[config.mk]
export PLATFORM = sky130hd
export DESIGN_NAME = mpu_irq_ctrl_flat
export DESIGN_NICKNAME = d
export VERILOG_FILES = /design/src/rtl/mpu_irq_ctrl_if.sv /design/src/rtl/mpu_irq_ctrl.sv /design/src/flat_wrapper.sv
export SDC_FILE = /design/constraint.sdc
export NUM_CORES = 1
export LEC_CHECK = 0
export ABC_AREA = 1
export CAP_MARGIN = 15
export CORE_MARGIN = 3
export CORE_UTILIZATION = 55
export DETAILED_ROUTE_END_ITERATION = 10
export PLACE_DENSITY = 0.85
export SYNTH_ARGS = -nofsm -noshare
export SYNTH_HDL_FRONTEND = slang
export SYNTH_SLANG_ARGS = --single-unit
[constraint.sdc]
create_clock -name clk -period 2.45 [get_ports clk]
set_clock_uncertainty 0.1 [all_clocks]
set_input_delay 0.735 -clock clk [delete_from_list [all_inputs] [get_ports clk]]
set_output_delay 0.735 -clock clk [all_outputs]
set_load 0.05 [all_outputs]
[src/rtl/mpu_irq_ctrl_if.sv]
// Native picorv32-style memory bus between the CPU (master) and the interrupt
// controller (slave).
interface mpu_irq_ctrl_if;
  logic        i_valid;
  logic [31:0] i_addr;
  logic [31:0] i_wdata;
  logic [3:0]  i_wstrb;
  logic        o_ready;
  logic [31:0] o_rdata;
  logic        o_sel;

  modport master (
    output i_valid, i_addr, i_wdata, i_wstrb,
    input  o_ready, o_rdata, o_sel
  );

  modport slave (
    input  i_valid, i_addr, i_wdata, i_wstrb,
    output o_ready, o_rdata, o_sel
  );
endinterface

[src/rtl/mpu_irq_ctrl.sv]
// Memory-mapped interrupt controller: synchronises event sources, latches or
// follows them per bit, masks them onto the CPU irq vector and retires on eoi.
module mpu_irq_ctrl #(
  parameter logic [31:0] BASE_ADDR = 32'h8000_0000,
  parameter int          NUM_SRC   = 32
) (
  input  logic               clk,
  input  logic               rst_n,
  mpu_irq_ctrl_if.slave      bus,
  input  logic [NUM_SRC-1:0] src_in,
  output logic [31:0]        irq,
  input  logic [31:0]        eoi
);

  localparam logic [31:0] SRC_MASK = (NUM_SRC >= 32) ? 32'hFFFF_FFFF
                                                      : ((32'h1 << NUM_SRC) - 32'h1);

  typedef enum logic [0:0] {ST_IDLE = 1'b0, ST_ACK = 1'b1} state_t;

  function automatic logic [31:0] byte_mask(input logic [3:0] strb);
    byte_mask = {{8{strb[3]}}, {8{strb[2]}}, {8{strb[1]}}, {8{strb[0]}}};
  endfunction

  state_t      state_r, next_state_s;
  logic        accept_s, wr_s, sel_s;
  logic [5:0]  off_s;
  logic [31:0] wmask_s, wbits_s, rd_value_s, src_ext_s;
  logic [31:0] sync1_r, sync2_r, prev_r, eoi_prev_r;
  logic [31:0] pending_r, enable_r, edge_cfg_r, eoi_count_r, irq_r, rdata_r;
  logic [31:0] src_rise_s, eoi_rise_s, set_s, clr_s, pending_next_s;
  logic        unused_s;

  assign unused_s   = ^bus.i_addr[1:0];
  assign sel_s      = bus.i_valid && (bus.i_addr[31:8] == BASE_ADDR[31:8]);
  assign bus.o_sel  = sel_s;
  assign bus.o_ready = (state_r == ST_ACK);
  assign bus.o_rdata = rdata_r;
  assign irq        = irq_r;

  assign off_s      = bus.i_addr[7:2];
  assign wr_s       = accept_s && (bus.i_wstrb != 4'b0000);
  assign wmask_s    = byte_mask(bus.i_wstrb) & SRC_MASK;
  assign wbits_s    = bus.i_wdata & wmask_s;
  assign src_rise_s = sync2_r & ~prev_r;
  assign eoi_rise_s = eoi & ~eoi_prev_r;

  // Bus state register
  always_ff @(posedge clk or negedge rst_n) begin
    if (!rst_n) state_r <= ST_IDLE;
    else        state_r <= next_state_s;
  end

  // Bus next state: accept only from IDLE, acknowledge for exactly one cycle
  always_comb begin
    next_state_s = state_r;
    accept_s     = 1'b0;
    case (state_r)
      ST_IDLE: begin
        if (sel_s) begin
          accept_s     = 1'b1;
          next_state_s = ST_ACK;
        end else begin
          next_state_s = ST_IDLE;
        end
      end
      ST_ACK:  next_state_s = ST_IDLE;
      default: next_state_s = ST_IDLE;
    endcase
  end

  // Source widening and register read mux (values before this cycle's update)
  always_comb begin
    src_ext_s = 32'h0;
    src_ext_s[NUM_SRC-1:0] = src_in;
    case (off_s)
      6'h00:   rd_value_s = pending_r;
      6'h01:   rd_value_s = enable_r;
      6'h03:   rd_value_s = edge_cfg_r;
      6'h04:   rd_value_s = pending_r & enable_r;
      6'h05:   rd_value_s = eoi_count_r;
      default: rd_value_s = 32'h0;
    endcase
  end

  // Pending update: set wins over clear in edge mode, level mode follows synced input
  always_comb begin
    set_s = src_rise_s;
    clr_s = eoi_rise_s;
    if (wr_s && (off_s == 6'h02)) begin
      set_s = src_rise_s | wbits_s;
    end else begin
      set_s = src_rise_s;
    end
    if (wr_s && (off_s == 6'h00)) begin
      clr_s = eoi_rise_s | wbits_s;
    end else begin
      clr_s = eoi_rise_s;
    end
    pending_next_s = ((((pending_r & ~clr_s) | set_s) & edge_cfg_r) |
                      (sync2_r & ~edge_cfg_r)) & SRC_MASK;
  end

  // Synchronisers, interrupt state and register writes
  always_ff @(posedge clk or negedge rst_n) begin
    if (!rst_n) begin
      sync1_r     <= 32'h0;
      sync2_r     <= 32'h0;
      prev_r      <= 32'h0;
      eoi_prev_r  <= 32'h0;
      pending_r   <= 32'h0;
      enable_r    <= 32'h0;
      edge_cfg_r  <= SRC_MASK;
      eoi_count_r <= 32'h0;
      irq_r       <= 32'h0;
      rdata_r     <= 32'h0;
    end else begin
      sync1_r    <= src_ext_s & SRC_MASK;
      sync2_r    <= sync1_r;
      prev_r     <= sync2_r;
      eoi_prev_r <= eoi;
      pending_r  <= pending_next_s;
      irq_r      <= pending_r & enable_r;
      rdata_r    <= accept_s ? rd_value_s : 32'h0;
      if (wr_s && (off_s == 6'h01)) begin
        enable_r <= (enable_r & ~wmask_s) | wbits_s;
      end
      if (wr_s && (off_s == 6'h03)) begin
        edge_cfg_r <= (edge_cfg_r & ~wmask_s) | wbits_s;
      end
      // A bus write to the counter takes priority over a coincident eoi edge
      if (wr_s && (off_s == 6'h05)) begin
        eoi_count_r <= (eoi_count_r & ~byte_mask(bus.i_wstrb)) |
                       (bus.i_wdata & byte_mask(bus.i_wstrb));
      end else if (eoi_rise_s != 32'h0) begin
        eoi_count_r <= eoi_count_r + 32'd1;
      end
    end
  end

endmodule

[src/flat_wrapper.sv]
// flat-port wrapper written by rule: the top's interface ports become plain ports
module mpu_irq_ctrl_flat 
#(
  parameter logic [31:0] BASE_ADDR = 32'h8000_0000,
  parameter int          NUM_SRC   = 32
)
  (clk, rst_n, src_in, irq, eoi, bus_i_valid, bus_i_addr, bus_i_wdata, bus_i_wstrb, bus_o_ready, bus_o_rdata, bus_o_sel);
  mpu_irq_ctrl_if bus_i ();
  input  logic clk;
  input  logic rst_n;
  input  logic [NUM_SRC-1:0] src_in;
  output logic [31:0] irq;
  input  logic [31:0] eoi;
  input wire logic [$bits(bus_i.i_valid)-1:0] bus_i_valid;
  input wire logic [$bits(bus_i.i_addr)-1:0] bus_i_addr;
  input wire logic [$bits(bus_i.i_wdata)-1:0] bus_i_wdata;
  input wire logic [$bits(bus_i.i_wstrb)-1:0] bus_i_wstrb;
  output wire logic [$bits(bus_i.o_ready)-1:0] bus_o_ready;
  output wire logic [$bits(bus_i.o_rdata)-1:0] bus_o_rdata;
  output wire logic [$bits(bus_i.o_sel)-1:0] bus_o_sel;
  assign bus_i.i_valid = bus_i_valid;
  assign bus_i.i_addr = bus_i_addr;
  assign bus_i.i_wdata = bus_i_wdata;
  assign bus_i.i_wstrb = bus_i_wstrb;
  assign bus_o_ready = bus_i.o_ready;
  assign bus_o_rdata = bus_i.o_rdata;
  assign bus_o_sel = bus_i.o_sel;
  mpu_irq_ctrl #(.BASE_ADDR(BASE_ADDR), .NUM_SRC(NUM_SRC)) u_core (.clk(clk), .rst_n(rst_n), .bus(bus_i), .src_in(src_in), .irq(irq), .eoi(eoi));
endmodule
Word level (Yosys, flattened, before mapping). Index checks and enable logic that the tools add are counted.

Bits in registers: 321. Latch bits: 0. Memory bits (writable): 0. ROM bits: 0. Input port bits: 135. Output and inout bits: 66. Word-level logic and storage cells: 61. Memories kept: 0.

$add $sub $neg: 1. Multiply operators: 0. Divide/modulo/power cells: 0. Magnitude comparators: 0. Equality and inequality tests: 6. Shift operators: 0. Muxes and demuxes: 9. Bitwise logic cells: 23. Reductions and logical operators: 11.

Operators by type and width (count): $and A32 B32 Y32 (10); $or A32 B32 Y32 (7); $mux W32 (5); $not A32 Y32 (5); $pmux W32 S5 (1); $add A32 B1 Y32 const B (1); $reduce_bool A32 Y1 (1); $eq A24 B24 Y1 const B (1); $eq A6 B2 Y1 const B (2); $eq A6 B3 Y1 const B (2); $logic_and A1 B1 Y1 (7); $eq A6 B1 Y1 const B (1); $logic_not A6 Y1 (1); $reduce_bool A4 Y1 (1); $mux W1 (2); $pmux W1 S2 (1); $reduce_bool A2 Y1 (1); $not A1 Y1 (1).

Longest topological paths before layout. Gate-level depths: netlist of run 1.

Depth in word-level cells: 12. Gate-level depth with buffers: 13. Depth with buffers taken out: 12.

Worst setup path before layout of run 1. OpenSTA, ideal clock, no wires.

Path type: input -> register. Start point: input bus_i_valid. End point: register (tool-made name). Library setup time: 0.066 ns. Arrival: 2.623 ns. Path slack: -0.339 ns. Stages on the path: 11. Path buffers: 1. Path through: inv_1 > nor2_1 > inv_1 > nor2_1 > nand2_1 > nor2_1 > nand4_4 > nand2_2 > buf_2 > nand3_1 > nand2_1.

RTL lines: from (decl) (line flat_wrapper.sv:14) `input wire logic [$bits(bus_i.i_valid)-1:0] bus_i_valid;`.

Final worst setup path of run 1.
Start point: input bus_i_addr[28]. End point: output bus_o_sel.

Cells in the longest elaborated chain, start to end: 2.

Ends and longest elaborated chain: from (decl) (line flat_wrapper.sv:15) `input wire logic [$bits(bus_i.i_addr)-1:0] bus_i_addr;`; $eq A24 B24 Y1 (line mpu_irq_ctrl.sv:34) `assign sel_s = bus.i_valid && (bus.i_addr[31:8] == BASE_ADDR[31:8]);`; $logic_and A1 B1 Y1 (line mpu_irq_ctrl.sv:34); to (decl) (line flat_wrapper.sv:20) `output wire logic [$bits(bus_i.o_sel)-1:0] bus_o_sel;`.

Every way passes these cells.

==> run_results.csv, run 1 <==
group,metric,value,unit
status,status,"complete, no violations",
synth,yosysUniqueCellTypes,42,
final_layout,multiInputGateArea,5590,sq um
power,sw_frac_of_total,0.231,
routing,drcViolationCount,0,
setup_path,cpMaxStageDelayCell,"clkdlybuf4s15_1",
grt,grt_pass1_wl,65.5,mm
job,cap_violations,0,
power,p_clk_frac,0.440,
setup_path,worstPathArrival,1.56,ns
timing,hold_violations,0,
final_layout,regArea,8070,sq um
synth,synth_warnings,0,
routing,vias,12900,
power,leakagePower,0.00920,uW
clock_network,clk_pin_slew,0.06,ns
routing,drtAntennaViolNets,0,
final_layout,drive_above_1_share,0.159,
clock_network,cts.sinks,321,
clock_network,htreeDepth,2,
die,core_area,25600,sq um
timing,finalSetupViolCount,0,
final_layout,layout_common_cells,"628 x nand2_1, 289 x dfrtp_1, 163 x inv_1",
timing,setup_ws,0.0542,ns
clock_network,cts_buffers,34,
timing,timing.fmax,0.417,GHz
die,ios,201,
die,die_w,169,um
synth,yosysTopAreaCellShare,0.497,
clock_network,insertion_delay,0.51,ns
die,die_y,169,um
timing,post-route-period-util,0.978,
placed_design,gp_congestion,0.954,
synth,synth-seq-cells,321,
setup_path,worst_setup_path_end_kind,"primary output",
grt,grt_max_degree,57,
placed_design,dp_hpwl,28.7,mm
setup_path,critPathMaxStageDelay,0.22,ns
timing,slew-limit-headroom,0.652,
setup_path,crit_type,"in2out",
routing,wl,40.8,mm
power,combPwrFrac,0.076,
final_layout,layout.cells.most_common,"nand2_1",
timing,slew_violations,0,
synth,ys_seq_area_frac,0.555,
final_layout,diodes,0,
clock_network,ctsRootBufferMaster,"clkbuf_16",
power,switchingPower,2690,uW
power,p_int,8990,uW
placed_design,dp.cells,2274,
timing,finalSetupTns,0,ns
synth,synthesis.area,14500,sq um
synth,synth_cells,1691,
grt,grtUsageTotal,0.287,
grt,antenna_found_initial,0,
final_layout,stdcell_count,2337,
timing,final.min_clock_period,2.40,ns
routing,drt_pre_antenna_iters,6,
setup_path,crit_path_max_fanout,3,
clock_network,cts_tree,"yes",
final_layout,final_nets,2120,
power,seqPwrFrac,0.484,
power,power,11700,uW
routing,drtIter0Drc,1290,
routing,wl_per_cell,17.4,um
power,vdd_drop_max,0.552,mV
synth,avgSynthCellArea,8.60,sq um
clock_network,clockBufferDepth,3,
synth,syn_nets,1827,
placed_design,dp_slack,-0.413,ns
grt,grt-ovfl-total,0,
synth,synthTopCellsByArea,"dfrtp_1 50%, nand2_1 16%, dfstp_2 5.8%, inv_1 4.3%, nand3_1 3.6%",
setup_path,required,1.62,ns
power,p_per_area,621,nW/um^2
final_layout,fill_cells,1788,
grt,grt_pass1_vias,13000,
die,row_count,58,
synth,yosys.area.top_type,"dfrtp_1",
die,die-area,28400,sq um
setup_path,crit_chain,"clkdlybuf4s15_1 -> inv_1 -> nand3_2 -> nor2_2 -> nand2_2 -> nor2_4 -> buf_12",
clock_network,postCtsHoldBufs,0,
timing,tightest_slew,0.524,ns
die,start_util,0.568,
placed_design,portBuffers,198,
routing,viasPerCell,5.51,
worst_hold_path,hold_path.class,"in2async",
timing,grt_setup_unrepaired,"no",
setup_path,worstSetupStartpointType,"primary input",
final_layout,area_delta_synth_final,29.3,%
## per-stage QoR
stage,util,area [sq um],hold slack [ns]
after floorplan,-,14500,0.231
after global placement,0.694,17800,0.232
after detailed placement,0.694,17800,0.235
after CTS,0.736,18800,0.0833
after global routing,0.734,18800,0.0867
final,0.734,18800,0.0692
## timing repair
| action | in CTS | in global routing |
|---|---|---|
| gates resized for setup | 84 | 47 |
| endpoints found under the hold margin | 0 | 0 |
| pin swaps | 19 | 23 |
| setup buffers | 4 | 0 |
| gates cloned | 0 | 0 |
| setup endpoints to repair | 53 | 2 |
## power by group through the flow
stage | registers [uW] | logic [uW] | clock network (uW)
2_1_floorplan | 5680 | 357 | 0
3_3_place_gp | 5730 | 864 | 0
3_5_place_dp | 5740 | 891 | 0
4_1_cts | 5650 | 890 | 5200
5_1_grt | 5670 | 989 | 5420
6_report | 5650 | 889 | 5140
## cell usage after synthesis (all sizes together)
cell    number
a21boi      32
a21oi       32
a22oi       13
a31oi       13
a41oi       19
and2         1
buf         33
clkbuf      23
dfrtp      289
dfstp       32
ha           1
inv        168
nand2      638
nand3      113
nand3b       8
nand4       30
nor2       123
nor3        13
nor3b        1
nor4         1
o211ai       1
o21ai       89
or2          3
xnor2        6
xor2         9
## cell type report
| type | instances | area share |
|---|---|---|
| well taps | 330 | 0.0220 |
| clock inverters | 6 | 0.00459 |
| inverters | 168 | 0.0335 |
| clock buffers | 53 | 0.0549 |
| flip-flops and latches | 321 | 0.429 |
| repair buffers | 313 | 0.159 |
| multi-input cells | 1146 | 0.297 |
## routing by layer
| metal | up-vias | track usage | wire, um |
|---|---|---|---|
| li1 | 5977 | - | - |
| met1 | 6165 | 0.381 | 16300 |
| met2 | 635 | 0.491 | 20300 |
| met3 | 91 | 0.0462 | 3310 |
| met4 | 0 | 0.0843 | 906 |
| met5 | - | 0 | 0 |
## cells by family after synthesis
group / Yosys count / synth area share
adders and majority gates: 1 / 0.000860
and+or+nand+nor: 931 / 0.271
DFF: 321 / 0.555
xor gates and xnor gates: 15 / 0.00903
buffers and inverters: 224 / 0.0642
AOI/OAI and AO/OA: 199 / 0.0995
## path summary, 6_finish.rpt
| path | startpoint | endpoint | slack (ns) | cells after the start |
|---|---|---|---|---|
| setup reg to reg | flop | flop | 0.31 | 9 |
| hold reg to reg | u_core.sync1_r[3] | u_core.sync2_r[3] | 0.25 | 0 |
| min in group clk | u_core.sync1_r[3] | u_core.sync2_r[3] | 0.25 | 0 |
| setup / recovery | bus_i_addr[28] | bus_o_sel | 0.05 | 7 |
| hold / removal | rst_n | u_core.bus.o_rdata[15] | 0.07 | 1 |
| max in group asynchronous | rst_n | asynchronous set/reset pin | 1.45 | 2 |
## worst max-delay path, delay by kind of cell
family / cells / cell delay, ns
buffers and inverters: 3 / 0.46
and+or+nand+nor: 4 / 0.37
Power figures use the tool's default switching activity.
==> run 2: changes to the inputs <==
- SKIP_CTS_REPAIR_TIMING: default -> 1
- SLEW_MARGIN: default -> 20
==> run_results.csv, run 2 (synthesis gave the netlist of run 1 again) <==
group,metric,value,unit
status,status,"complete, no violations",
setup_path,cp-startpoint,"bus_i_addr[11]",
grt,grt_max_degree,57,
power,sw_frac_of_total,0.231,
power,switchingPower,2710,uW
power,leakagePower,0.0101,uW
clock_network,htreeDepth,2,
die,die-area,28400,sq um
clock_network,cts_buffers,34,
final_layout,diodes,0,
setup_path,crit_path_max_fanout,3,
final_layout,area_delta_synth_final,31.4,%
die,row_count,58,
clock_network,insertion_delay,0.51,ns
final_layout,layout.cells.most_common,"nand2_1",
placed_design,gp_congestion,0.954,
timing,tightest_slew,0.538,ns
setup_path,cpMaxStageDelayCell,"nor2_4",
grt,grt_pass1_vias,13000,
timing,finalSetupViolCount,0,
setup_path,critPathMaxStageDelay,0.15,ns
setup_path,crit_family,"simple AND/OR/NAND/NOR gates",
power,p_per_area,612,nW/um^2
routing,wl_per_cell,17.6,um
timing,timing.fmax,0.412,GHz
die,core_area,25600,sq um
timing,final.min_clock_period,2.42,ns
setup_path,crit_chain,"clkbuf_2 -> nor2_2 -> nand3_2 -> nor2_2 -> nand2_2 -> nor2_4 -> buf_12",
die,start_util,0.568,
clock_network,cts.sinks,321,
routing,drcViolationCount,0,
routing,viasPerCell,5.52,
setup_path,reg2reg_setup_slack,0.35,ns
power,combPwrFrac,0.077,
setup_path,worst_setup_path_end_kind,"primary output",
setup_path,required,1.62,ns
timing,finalSetupTns,0,ns
die,ios,201,
power,p_int,9000,uW
grt,antenna_found_initial,0,
placed_design,portBuffers,198,
grt,grtUsageTotal,0.286,
clock_network,ctsRootBufferMaster,"clkbuf_16",
setup_path,worstPathArrival,1.59,ns
power,vdd_drop_max,0.552,mV
timing,hold_violations,0,
placed_design,dp_hpwl,28.7,mm
power,power,11700,uW
routing,drtIter0Drc,1180,
final_layout,layout_common_cells,"628 x nand2_1, 289 x dfrtp_1, 164 x inv_1",
setup_path,crit_type,"in2out",
grt,grt-ovfl-total,0,
clock_network,clk_pin_slew,0.06,ns
clock_network,cts_tree,"yes",
die,die_y,169,um
timing,grt_setup_unrepaired,"yes",
timing,slew-limit-headroom,0.641,
setup_path,worstSetupStartpointType,"primary input",
clock_network,clockBufferDepth,3,
setup_path,cpMostUsedCell,"nor2_2",
routing,drtAntennaViolNets,0,
power,seqPwrFrac,0.483,
routing,wl,41.0,mm
power,p_clk_frac,0.440,
timing,slew_violations,0,
worst_hold_path,hold_path.class,"in2async",
timing,post-route-period-util,0.990,
setup_path,path_buf_inv,2,
routing,drt_pre_antenna_iters,6,
die,die_w,169,um
final_layout,final_nets,2119,
final_layout,fin_util,0.746,
final_layout,drive_above_1_share,0.153,
routing,vias,12900,
grt,grt_pass1_wl,65.4,mm
job,cap_violations,0,
## run 2: changes by cell type in the layout (fill, tap and decap cells not counted), sizes merged
| cell | previous run | this run |
|---|---|---|
| clkbuf | 68 | 57 |
| clkdlybuf4s15 | 8 | 0 |
| dlymetal6s2s | 0 | 73 |
| dlygate4sd2 | 53 | 0 |
| buf | 131 | 129 |
## run 2: cell type report
cell class	instances	area [sq um]
Inverter	168	631
Sequential cell	321	8070
Multi-Input combinational cell	1146	5590
Timing Repair Buffer	312	3280
Clock buffer	53	1030
Clock inverter	6	86.3
Tap cell	330	413
Fill cell	1720	6510
## run 2: layer usage
layer,GRT usage,vias up,routed length [um]
met5,0,-,0
met1,0.382,6167,16300
met2,0.490,637,20400
li1,-,5976,-
met3,0.0455,113,3250
met4,0.0843,0,1040
## run 2: power by group through the flow
stage                     combinational [uW]  sequential (uW)  clock, uW
after CTS                                902             5650       5200
after detailed placement                 891             5740          0
final                                    899             5650       5150
after global routing                     997             5670       5420
after global placement                   864             5730          0
after floorplan                          357             5680          0
## run 2: through the flow
step / setup WS [ns] / cells / hold slack [ns] / instance area, sq um
detailed placement: -0.413 / 2274 / 0.235 / 17800
floorplan: 0.176 / 1691 / 0.231 / 14500
CTS: -0.316 / 2333 / 0.0833 / 18900
finish: 0.0251 / 2336 / 0.0726 / 19100
global placement: -0.382 / 2274 / 0.232 / 17800
global route: -0.0431 / 2336 / 0.0866 / 19100
## run 2: final timing paths
check | to | cells past startpoint
worst max-delay path | bus_o_sel | 7
worst min register to register | u_core.sync2_r[3] | 0
max in group asynchronous | asynchronous set/reset pin | 2
worst min-delay path | u_core.bus.o_rdata[15] | 1
worst max register to register | flop | 10
min in group clk | u_core.sync2_r[3] | 0
